$ cat src/rtl/dpu_pkg.sv
// rtl/dpu_pkg.sv - shared DPU types, constants and index-width helper
package dpu_pkg;

    typedef enum logic [0:0] {IDLE, SEND} dpu_unpack_state_t;

    localparam int OVF_CNT_W = 8;

    // Index registers never collapse to zero width, even for single-entry structures.
    function automatic int idx_width(input int n);
        return (n > 1) ? $clog2(n) : 1;
    endfunction

endpackage

$ cat src/rtl/dpu_result_unpacker.sv
// rtl/dpu_result_unpacker.sv - packed result frame to word stream unpacker (optional m_last via DPU_UNPACK_LAST_EN)
module dpu_result_unpacker
    import dpu_pkg::*;
#(
    parameter int WIDTH = 8,
    parameter int DEPTH = 4
) (
    input  logic                     clk,
    input  logic                     rstn,
    input  logic                     in_valid,
    input  logic [2*WIDTH*DEPTH-1:0] in_data,
    output logic                     in_ready,
    output logic                     m_valid,
    output logic [2*WIDTH-1:0]       m_data,
    input  logic                     m_ready,
    output logic                     busy,
    output logic [OVF_CNT_W-1:0]     ovf_cnt
`ifdef DPU_UNPACK_LAST_EN
    ,
    output logic                     m_last
`endif
);

    localparam int WW    = 2 * WIDTH;
    localparam int FW    = WW * DEPTH;
    localparam int IDX_W = idx_width(DEPTH);
    localparam logic [IDX_W-1:0]     LAST_IDX = IDX_W'(DEPTH - 1);
    localparam logic [OVF_CNT_W-1:0] OVF_MAX  = '1;

    dpu_unpack_state_t state_q, state_d;
    logic [IDX_W-1:0]  idx_q, idx_d;
    logic [FW-1:0]     frame_q, frame_d;

    logic xfer;
    logic capture;
    logic drop;

    // A new frame may land while idle, or in the very cycle the last word leaves.
    assign in_ready = (state_q == IDLE) ||
                      ((state_q == SEND) && (idx_q == LAST_IDX) && m_ready);

    assign xfer    = m_valid && m_ready;
    assign capture = in_valid && in_ready;
    assign drop    = in_valid && !in_ready;

    // The head of the shift buffer is always the word on offer.
    assign m_data = frame_q[WW-1:0];

    // Next-state: drain on transfer, then let a capture override buffer, index and state.
    always_comb begin
        state_d = state_q;
        idx_d   = idx_q;
        frame_d = frame_q;
        if (xfer) begin
            frame_d = frame_q >> WW;
            if (idx_q != LAST_IDX) begin
                idx_d = idx_q + 1'b1;
            end else begin
                idx_d   = '0;
                state_d = IDLE;
            end
        end
        if (capture) begin
            frame_d = in_data;
            idx_d   = '0;
            state_d = SEND;
        end
    end

    // State, buffer and registered stream outputs.
    always_ff @(posedge clk or negedge rstn) begin
        if (!rstn) begin
            state_q <= IDLE;
            idx_q   <= '0;
            frame_q <= '0;
            m_valid <= 1'b0;
            busy    <= 1'b0;
        end else begin
            state_q <= state_d;
            idx_q   <= idx_d;
            frame_q <= frame_d;
            m_valid <= (state_d == SEND);
            busy    <= (state_d == SEND);
        end
    end

    // Dropped-frame counter; the producer cannot be stalled, so losses are only counted.
    always_ff @(posedge clk or negedge rstn) begin
        if (!rstn) begin
            ovf_cnt <= '0;
        end else if (drop && (ovf_cnt != OVF_MAX)) begin
            ovf_cnt <= ovf_cnt + 1'b1;
        end
    end

`ifdef DPU_UNPACK_LAST_EN
    // Frame delimiter registered in step with the word it marks.
    always_ff @(posedge clk or negedge rstn) begin
        if (!rstn) begin
            m_last <= 1'b0;
        end else begin
            m_last <= (state_d == SEND) && (idx_d == LAST_IDX);
        end
    end
`endif

endmodule

$ cat config.mk
export PLATFORM = sky130hd
export DESIGN_NAME = dpu_result_unpacker
export DESIGN_NICKNAME = d
export VERILOG_FILES = /design/src/rtl/dpu_pkg.sv /design/src/rtl/dpu_result_unpacker.sv
export SDC_FILE = /design/constraint.sdc
export NUM_CORES = 1
export LEC_CHECK = 0
export CORE_UTILIZATION = 40
export CTS_CLUSTER_SIZE = 14
export DETAILED_ROUTE_END_ITERATION = 12
export GPL_TIMING_DRIVEN = 0
export PLACE_DENSITY = 0.71
export SLEW_MARGIN = 20
export SYNTH_ARGS = -nofsm -noshare
export SYNTH_HDL_FRONTEND = slang
export SYNTH_SLANG_ARGS = --single-unit
$ cat constraint.sdc
create_clock -name clk -period 1.61 [get_ports clk]
set_input_delay 0.322 -clock clk [delete_from_list [all_inputs] [get_ports clk]]
set_output_delay 0.322 -clock clk [all_outputs]
set_load 0.03 [all_outputs]
After elaboration in Yosys (flattened, before gate mapping)
Index checks and enable logic that the tools add are counted.
{ "totals": {"out_inout_bits": 27, "ff_bits": 75, "wordCells": 29} }
{ "op_classes": {"add_sub_neg": 2, "muxes": 8, "n_eq_ne": 4, "n_reduce_logical": 10, "bitwise_logic": 1} }
{ "ops": {"columns": ["operator", "n"], "rows": [
  ["two-way mux 64 bit", 2],
  ["adder 8 x 1 -> 8 bit (second input constant)", 1],
  ["!= test 8 bit (second input constant)", 1],
  ["logical AND 1 bit", 6],
  ["two-way mux 2 bit", 3],
  ["!= test 2 bit (second input constant)", 2],
  ["two-way mux 1 bit", 3],
  ["adder 2 x 1 -> 2 bit (second input constant)", 1],
  ["equality test 2 bit (second input constant)", 1],
  ["AND reduction 2 bit", 1],
  ["nonzero test 2 bit", 1],
  ["zero test 1 bit", 1],
  ["logical OR 1 bit", 1],
  ["inverter 1 bit", 1]
]} }

Longest topological paths before layout
Gate-level depths: netlist of the first run.
{ "logic_depth": {"ltp_word": 7, "mapped_depth": 8, "depth_no_buf": 6} }

Worst setup path after synthesis of the first run
No wires, ideal clock.
{ "synth_timing": {"kind": "register to register", "start": "reg state_q", "end": "reg ovf_cnt[6]", "slack_ps": -225, "stages_incl_launch_ff": 6, "arrival_time_ps": 1707, "cell_sequence": "dfrtp_1 -> a21boi_4 -> inv_2 -> nor3_1 -> and3_1 -> mux2_1"} }
{ "synth_between": {"elab_chain_cells": 6, "word_cells_on_any_way": 7} }
{ "synth_lines": {"columns": ["element", "line", "source"], "rows": [
  ["from (decl)", "dpu_result_unpacker.sv:30", "dpu_unpack_state_t state_q, state_d;"],
  ["from (signal assigned)", "dpu_result_unpacker.sv:79", "state_q <= state_d;"],
  ["logical AND 1 bit (2 in series)", "dpu_result_unpacker.sv:40", "((state_q == SEND) && (idx_q == LAST_IDX) && m_ready);"],
  ["logical OR 1 bit *", "dpu_result_unpacker.sv:39", "assign in_ready = (state_q == IDLE) ||"],
  ["net in_ready", "dpu_result_unpacker.sv:12", "output logic in_ready,"],
  ["zero test 1 bit *", "dpu_result_unpacker.sv:44", "assign drop = in_valid && !in_ready;"],
  ["logical AND 1 bit *", "dpu_result_unpacker.sv:44", null],
  ["logical AND 1 bit *", "dpu_result_unpacker.sv:91", "end else if (drop && (ovf_cnt != OVF_MAX)) begin"],
  ["to (signal assigned)", "dpu_result_unpacker.sv:92", "ovf_cnt <= ovf_cnt + 1'b1;"],
  ["to (decl)", "dpu_result_unpacker.sv:17", "output logic [OVF_CNT_W-1:0] ovf_cnt"]
]} }
Mark *: on every way through the listed nets, which the timed path passes. The rest lies on a longest branch.
A chain may end at the register's enable or synchronous reset.

Worst setup path in the final report of the first run
{ "layout_timing": {"start": "reg idx_q[0]", "end": "out in_ready"} }
{ "layout_between": {"elab_chain_cells": 4} }
{ "layout_lines": {"columns": ["element", "line", "source"], "rows": [
  ["from (decl)", "dpu_result_unpacker.sv:31", "logic [IDX_W-1:0] idx_q, idx_d;"],
  ["from (signal assigned)", "dpu_result_unpacker.sv:80", "idx_q <= idx_d;"],
  ["equality test 2 bit", "dpu_result_unpacker.sv:40", null],
  ["logical AND 1 bit (2 in series)", "dpu_result_unpacker.sv:40", null],
  ["logical OR 1 bit", "dpu_result_unpacker.sv:39", null],
  ["to (decl)", "dpu_result_unpacker.sv:12", null]
]} }
Every way passes these cells.

==> impl_metrics.py, run 1 <==
metrics = {
    "grt": {
        "grt_overflow": 0,
        "grt_antenna_before_repair": 0,
        "grt_start_max_net_pins": 49,
        "grt_pass1_wl_um": 15800,
        "grt_pass1_vias": 3170,
        "grt.total_usage_pct": 23.1,
    },
    "clocking": {
        "cts.clk_slew.worst_paths_ns": 0.08,
        "clock_sinks": 75,
        "root_buffer": "clkbuf_8",
        "cts_max_level": 3,
        "cts_tree": "yes",
        "clockBufferDepth": 2,
        "clk_latency_ns": 0.36,
        "cts_buffers": 9,
    },
    "critical_path": {
        "required_ns": 1.29,
        "cp.arrival_ns": 1.36,
        "path_class": "reg2out",
        "worst_setup_path_start_kind": "register",
        "crit_path_max_fanout": 4,
        "cp-end-kind": "output port",
        "rrSetupSlack_ns": -0.06,
    },
    "floorplan": {
        "core_area_um2": 8340,
        "start_util_pct": 41.9,
        "io_pins": 95,
        "fp.dieArea_um2": 9100,
        "rows": 33,
        "die_y_um": 95.4,
        "die_x_um": 95.4,
    },
    "placed_design": {
        "place_ws_ns": -0.504,
        "dp_hpwl_um": 6370,
        "place_congestion": 0.833,
        "dp.cells": 568,
        "portBuffers": 93,
    },
    "route": {
        "met1Wirelength_um": 4390,
        "routed-via-count": 3215,
        "routed-wl-met2_um": 5310,
        "drt_iter0_drc": 164,
        "drc_errors": 0,
        "wl_per_cell_um": 17.3,
        "drt-total-wl_um": 10500,
        "dr.pass1.iters": 5,
        "route.met3.wl_um": 512,
        "viasPerCell": 5.31,
        "top_layer": "met4",
        "ant_nets": 0,
    },
    "cells_and_area": {
        "nNetsFinal": 565,
        "final_cell_mix": "dfrtp_1 (72), clkdlybuf4s50_1 (65), nor2_1 (52)",
        "drive_above_1_share_pct": 32.4,
        "fin_util_pct": 66.8,
        "layout_commonest_cell": "dfrtp_1",
        "syn_to_final_growth_pct": 59.6,
        "finalNonFillerCells": 605,
        "n_antenna_cell": 0,
        "fillers": 616,
    },
    "timing": {
        "tightest_slew_ns": 0.534,
        "hold_violations": 0,
        "fin_crit_ns": 1.68,
        "clock_skew_ns": 0.00814,
        "setup_ws_ns": -0.0724,
        "finalCritPeriodShare_pct": 104,
        "slew-limit-headroom_pct": 64.4,
        "setup_viol": 52,
        "fmax_ghz": 0.594,
        "rsz0062_at_grt": "true",
        "report.final.slew_viol_count": 0,
        "tns_ns": -1.62,
    },
    "yosys": {
        "postSynthCellCount": 369,
        "syn_avg_cell_area_um2": 9.46,
        "synth_top_area_share_pct": 53.8,
        "synthFlopType": "dfrtp_1",
        "ys_warn_count": 0,
        "syn_nets": 439,
        "synth_edf_count": 0,
        "synthDistinctLibCells": 29,
        "yosysTopAreaCell": "dfrtp_1",
        "syn_area_um2": 3490,
        "ys_top_cells_by_area": "dfrtp_1 (54%), a21oi_1 (12%), nand2_1 (6.0%)",
        "async_flop_share_pct": 100,
        "ys_seq_elements": 75,
        "ys_seq_area_share_pct": 53.8,
    },
    "job": {
        "cap_violations": 0,
    },
    "power": {
        "p_total_mw": 8.57,
        "leakage_nw": 2.43,
        "power_density_nw_per_um2": 1540,
        "worst_ir_drop_vdd_mv": 0.710,
    },
    "outcome": {
        "violations": "negative setup slack",
        "outcome": "finished, violations left",
    },
    "min_path": {
        "hp-class": "in2reg",
    },
}
[final cells by class]
class	instances	area, um^2	area share (%)
Tap cell	105	131	2.36
Buffer	41	370	6.65
Clock inverter	6	71.3	1.28
Clock buffer	10	138	2.47
Multi-Input combinational cell	250	1730	31.0
Inverter	2	10.0	0.180
Sequential cell	75	1880	33.8
Timing Repair Buffer	116	1240	22.3
[stage by stage]
stage          instance area, um^2  hold WS, ns
2_1_floorplan                 3510       0.0264
3_3_place_gp                  4570        0.484
3_5_place_dp                  4600        0.276
4_1_cts                       5160        0.355
5_1_grt                       5570        0.372
6_report                      5570        0.362
[cell usage after synthesis (all sizes together) (3+ instances only)]
| cell type | number |
|---|---|
| mux2 | 6 |
| clkbuf | 8 |
| nand2 | 56 |
| mux2i | 3 |
| a22o | 17 |
| dfrtp | 75 |
| nand3 | 3 |
| nor2 | 52 |
| buf | 34 |
| a21oi | 96 |
| nand2b | 3 |
[sequential cells by signal (all words and copies together) (netlist names)]
name and flops:
frame_q 64, idx_q 2, ovf_cnt 8, state_q 1
[path summary, 6_finish.rpt]
path                       startpoint          end  depth (start not counted)
min in group asynchronous        rstn  frame_q[43]                          2
setup reg to reg             idx_q[0]  frame_q[55]                          7
hold / removal               in_valid      state_q                          2
setup / recovery             idx_q[0]     in_ready                          4
max in group asynchronous        rstn  frame_q[28]                          3
hold reg to reg            ovf_cnt[0]   ovf_cnt[0]                          1
[cell families (layout without fill, tap and decap cells)]
group	Yosys count	count (layout)	synth area share, %
simple gates	119	119	13.5
compound gates	118	118	20.4
flops	75	75	53.8
buf+inv	44	175	8.31
mux	9	9	2.80
fa+ha+maj	2	2	0.717
xor+xnor	2	2	0.502
[worst max-delay path, cell delays in order, from the launching register on]
cell	delay [ns]
dfrtp_1	0.40
ha_2	0.22
a21boi_4	0.19
inv_4	0.07
buf_6	0.14
[power by group]
part | total, mW | switching [mW] | internal [mW] | leakage [nW]
clock | 1.51 | 0.742 | 0.771 | 0.0995
combinational | 4.02 | 2.14 | 1.88 | 1.42
sequential | 3.03 | 0.468 | 2.56 | 0.909
total | 8.57 | 3.35 | 5.21 | 2.43
[routing by layer]
metal | track usage (%) | up-vias
met2 | 37.9 | 116
met4 | 7.09 | 0
met3 | 3.51 | 24
met5 | 0 | -
li1 | - | 1499
met1 | 31.7 | 1576
[what timing repair did]
item                       CTS  global route
hold buffers                 1             0
buffers inserted            11             2
resized for setup          100            62
pin swaps                   50            38
setup endpoints to repair   89            69
gates cloned                 3             5
hold endpoints to repair    27             0
No activity file was read; power rests on OpenSTA's default activity.
==> inputs of run 2 (changes only) <==
--- a/config.mk
+++ b/config.mk
@@ -10,7 +10,7 @@
 export DETAILED_ROUTE_END_ITERATION = 12
 export GPL_TIMING_DRIVEN = 0
 export PLACE_DENSITY = 0.71
-export SLEW_MARGIN = 20
+export SLEW_MARGIN = 40
 export SYNTH_ARGS = -nofsm -noshare
 export SYNTH_HDL_FRONTEND = slang
 export SYNTH_SLANG_ARGS = --single-unit
==> run 2 against run 1 <==
The flow still finishes with violations (negative setup slack); maximum frequency shrank 0.42%; setup slack lost 0.0070 ns; flip-flop and latch count is the same; cell count shrank 1.3%; sequential share of layout area grew 0.89 points; via count shrank 3.2%; combinational power shrank 4%; hold slack is essentially flat; sequential power is essentially flat; critical path type is now reg2reg; largest power group unchanged.
==> impl_metrics.py, run 2 (synthesized netlist as in run 1, its figures left out) <==
metrics = {
    "floorplan": {
        "rows": 33,
        "fp.dieArea_um2": 9100,
        "die_y_um": 95.4,
        "core_area_um2": 8340,
        "die_x_um": 95.4,
        "io_pins": 95,
        "start_util_pct": 41.9,
    },
    "clocking": {
        "clock_sinks": 75,
        "cts_buffers": 9,
        "cts_tree": "yes",
        "cts_max_level": 3,
        "clk_latency_ns": 0.36,
        "cts.clk_slew.worst_paths_ns": 0.08,
        "root_buffer": "clkbuf_8",
        "clockBufferDepth": 2,
    },
    "power": {
        "clockPowerShare_pct": 18.1,
        "worst_ir_drop_vdd_mv": 0.614,
        "p_seq_share_pct": 35.9,
        "switching_share_pct": 39.3,
        "p_sw_mw": 3.31,
        "power_density_nw_per_um2": 1550,
        "leakage_nw": 2.38,
        "combPwrFrac_pct": 46.0,
        "p_int_mw": 5.11,
        "p_total_mw": 8.41,
    },
    "route": {
        "ant_nets": 0,
        "drt_iter0_drc": 125,
        "wl_per_cell_um": 16.8,
        "drc_errors": 0,
        "routed-via-count": 3113,
        "drt-total-wl_um": 10000,
        "viasPerCell": 5.21,
        "dr.pass1.iters": 4,
    },
    "critical_path": {
        "path_cells": "ha_2, a21boi_4, inv_4, and2_4, buf_12, clkbuf_16, a21oi_2, a21oi_1",
        "crit_path_max_fanout": 8,
        "cp_slowest_cell": "dfrtp_1",
        "critical-path-top-delay-family": "flip-flops",
        "cp-end-kind": "register",
        "worst_setup_path_start_kind": "register",
        "cpPeakStageDelay_ns": 0.40,
        "cp.arrival_ns": 1.93,
        "required_ns": 1.85,
        "path_buf_inv": 3,
        "path_class": "reg2reg",
    },
    "timing": {
        "setup_ws_ns": -0.0794,
        "finalCritPeriodShare_pct": 105,
        "setup_viol": 49,
        "tns_ns": -1.71,
        "clock_skew_ns": 0.0101,
        "hold_violations": 0,
        "rsz0062_at_grt": "true",
        "fin_crit_ns": 1.69,
        "report.final.slew_viol_count": 0,
        "tightest_slew_ns": 0.525,
        "slew-limit-headroom_pct": 65.0,
        "fmax_ghz": 0.592,
    },
    "grt": {
        "use_met3_pct": 3.59,
        "grt_antenna_before_repair": 0,
        "grt_overflow": 0,
        "grt_pass1_wl_um": 15300,
        "global_route.usage.met2_pct": 36.0,
        "grt.total_usage_pct": 22.4,
        "use_met1_pct": 31.0,
        "grt_pass1_vias": 3069,
        "grt_busiest_layer": "met2",
        "grt_start_max_net_pins": 49,
    },
    "placed_design": {
        "place_area_um2": 4600,
        "portBuffers": 93,
        "dp_hpwl_um": 6340,
        "place_congestion": 0.833,
        "place_ws_ns": -0.509,
    },
    "cells_and_area": {
        "regMostFlops": "frame_q",
        "fillers": 634,
        "layout_commonest_cell": "dfrtp_1",
        "nNetsFinal": 557,
        "syn_to_final_growth_pct": 55.5,
        "final_cell_mix": "dfrtp_1 (72), clkdlybuf4s50_1 (65), nand2_1 (54)",
        "fin_util_pct": 65.1,
        "drive_above_1_share_pct": 30.1,
        "stdcell_area_um2": 5430,
        "largest_register_ffs": 64,
        "largestRegisters": "frame_q (64), ovf_cnt (8), idx_q (2)",
        "n_antenna_cell": 0,
    },
    "job": {
        "cap_violations": 0,
    },
    "min_path": {
        "hp-class": "in2reg",
    },
    "outcome": {
        "outcome": "finished, violations left",
        "violations": "negative setup slack",
    },
}
run 2: worst paths after layout:
check                           depth (start not counted)          end  slack [ns]       start
worst max register to register                          8  frame_q[27]       -0.08    idx_q[0]
max in group asynchronous                               3  frame_q[45]        0.69        rstn
worst min register to register                          1   ovf_cnt[0]        0.50  ovf_cnt[0]
worst min-delay path                                    2      state_q        0.36    in_valid
min in group asynchronous                               2   ovf_cnt[1]        0.40        rstn
worst max-delay path                                    8  frame_q[27]       -0.08    idx_q[0]
run 2: per-stage QoR:
step                      hold WS (ns)  std cells
final                            0.362        597
after global routing             0.373        597
after CTS                        0.333        591
after detailed placement         0.212        568
after global placement           0.484        567
after floorplan                 0.0264        369
run 2: power by group through the flow:
| stage | Clock, mW | Combinational (mW) | Sequential, mW |
|---|---|---|---|
| 6_report | 1.53 | 3.87 | 3.02 |
| 5_1_grt | 1.61 | 4.16 | 3.10 |
| 4_1_cts | 1.53 | 3.42 | 2.99 |
| 3_5_place_dp | 0 | 3.31 | 3.03 |
| 3_3_place_gp | 0 | 3.22 | 3.01 |
| 2_1_floorplan | 0 | 2.05 | 3.09 |
run 2: what timing repair did:
action,in CTS,in global routing
resized for setup,88,58
hold endpoints to repair,27,0
gates cloned,3,3
pin swaps,26,64
endpoints found under the setup margin,89,68
hold buffers,1,0
buffers inserted,4,3
run 2: layout make-up:
type | instances | area (um^2) | area share (%)
buffer | 41 | 363 | 6.68
clock buffer | 10 | 138 | 2.54
clock inverter | 6 | 71.3 | 1.31
inverter | 2 | 10.0 | 0.184
multi-input combinational | 250 | 1670 | 30.8
sequential | 75 | 1880 | 34.6
tap | 105 | 131 | 2.42
timing repair buffer | 108 | 1160 | 21.4
run 2: per-layer routing:
| layer | vias to the layer above | wire length [um] |
|---|---|---|
| li1 | 1479 | - |
| met4 | 0 | 155 |
| met5 | - | 0 |
| met2 | 99 | 4950 |
| met3 | 13 | 445 |
| met1 | 1522 | 4470 |
run 2: worst reg2reg max path, cell delays in order (launching register included):
cell and delay, ns:
dfrtp_1 0.40, ha_2 0.20, a21boi_4 0.18, inv_4 0.08
and2_4 0.18, buf_12 0.16, clkbuf_16 0.17, a21oi_2 0.13
a21oi_1 0.08
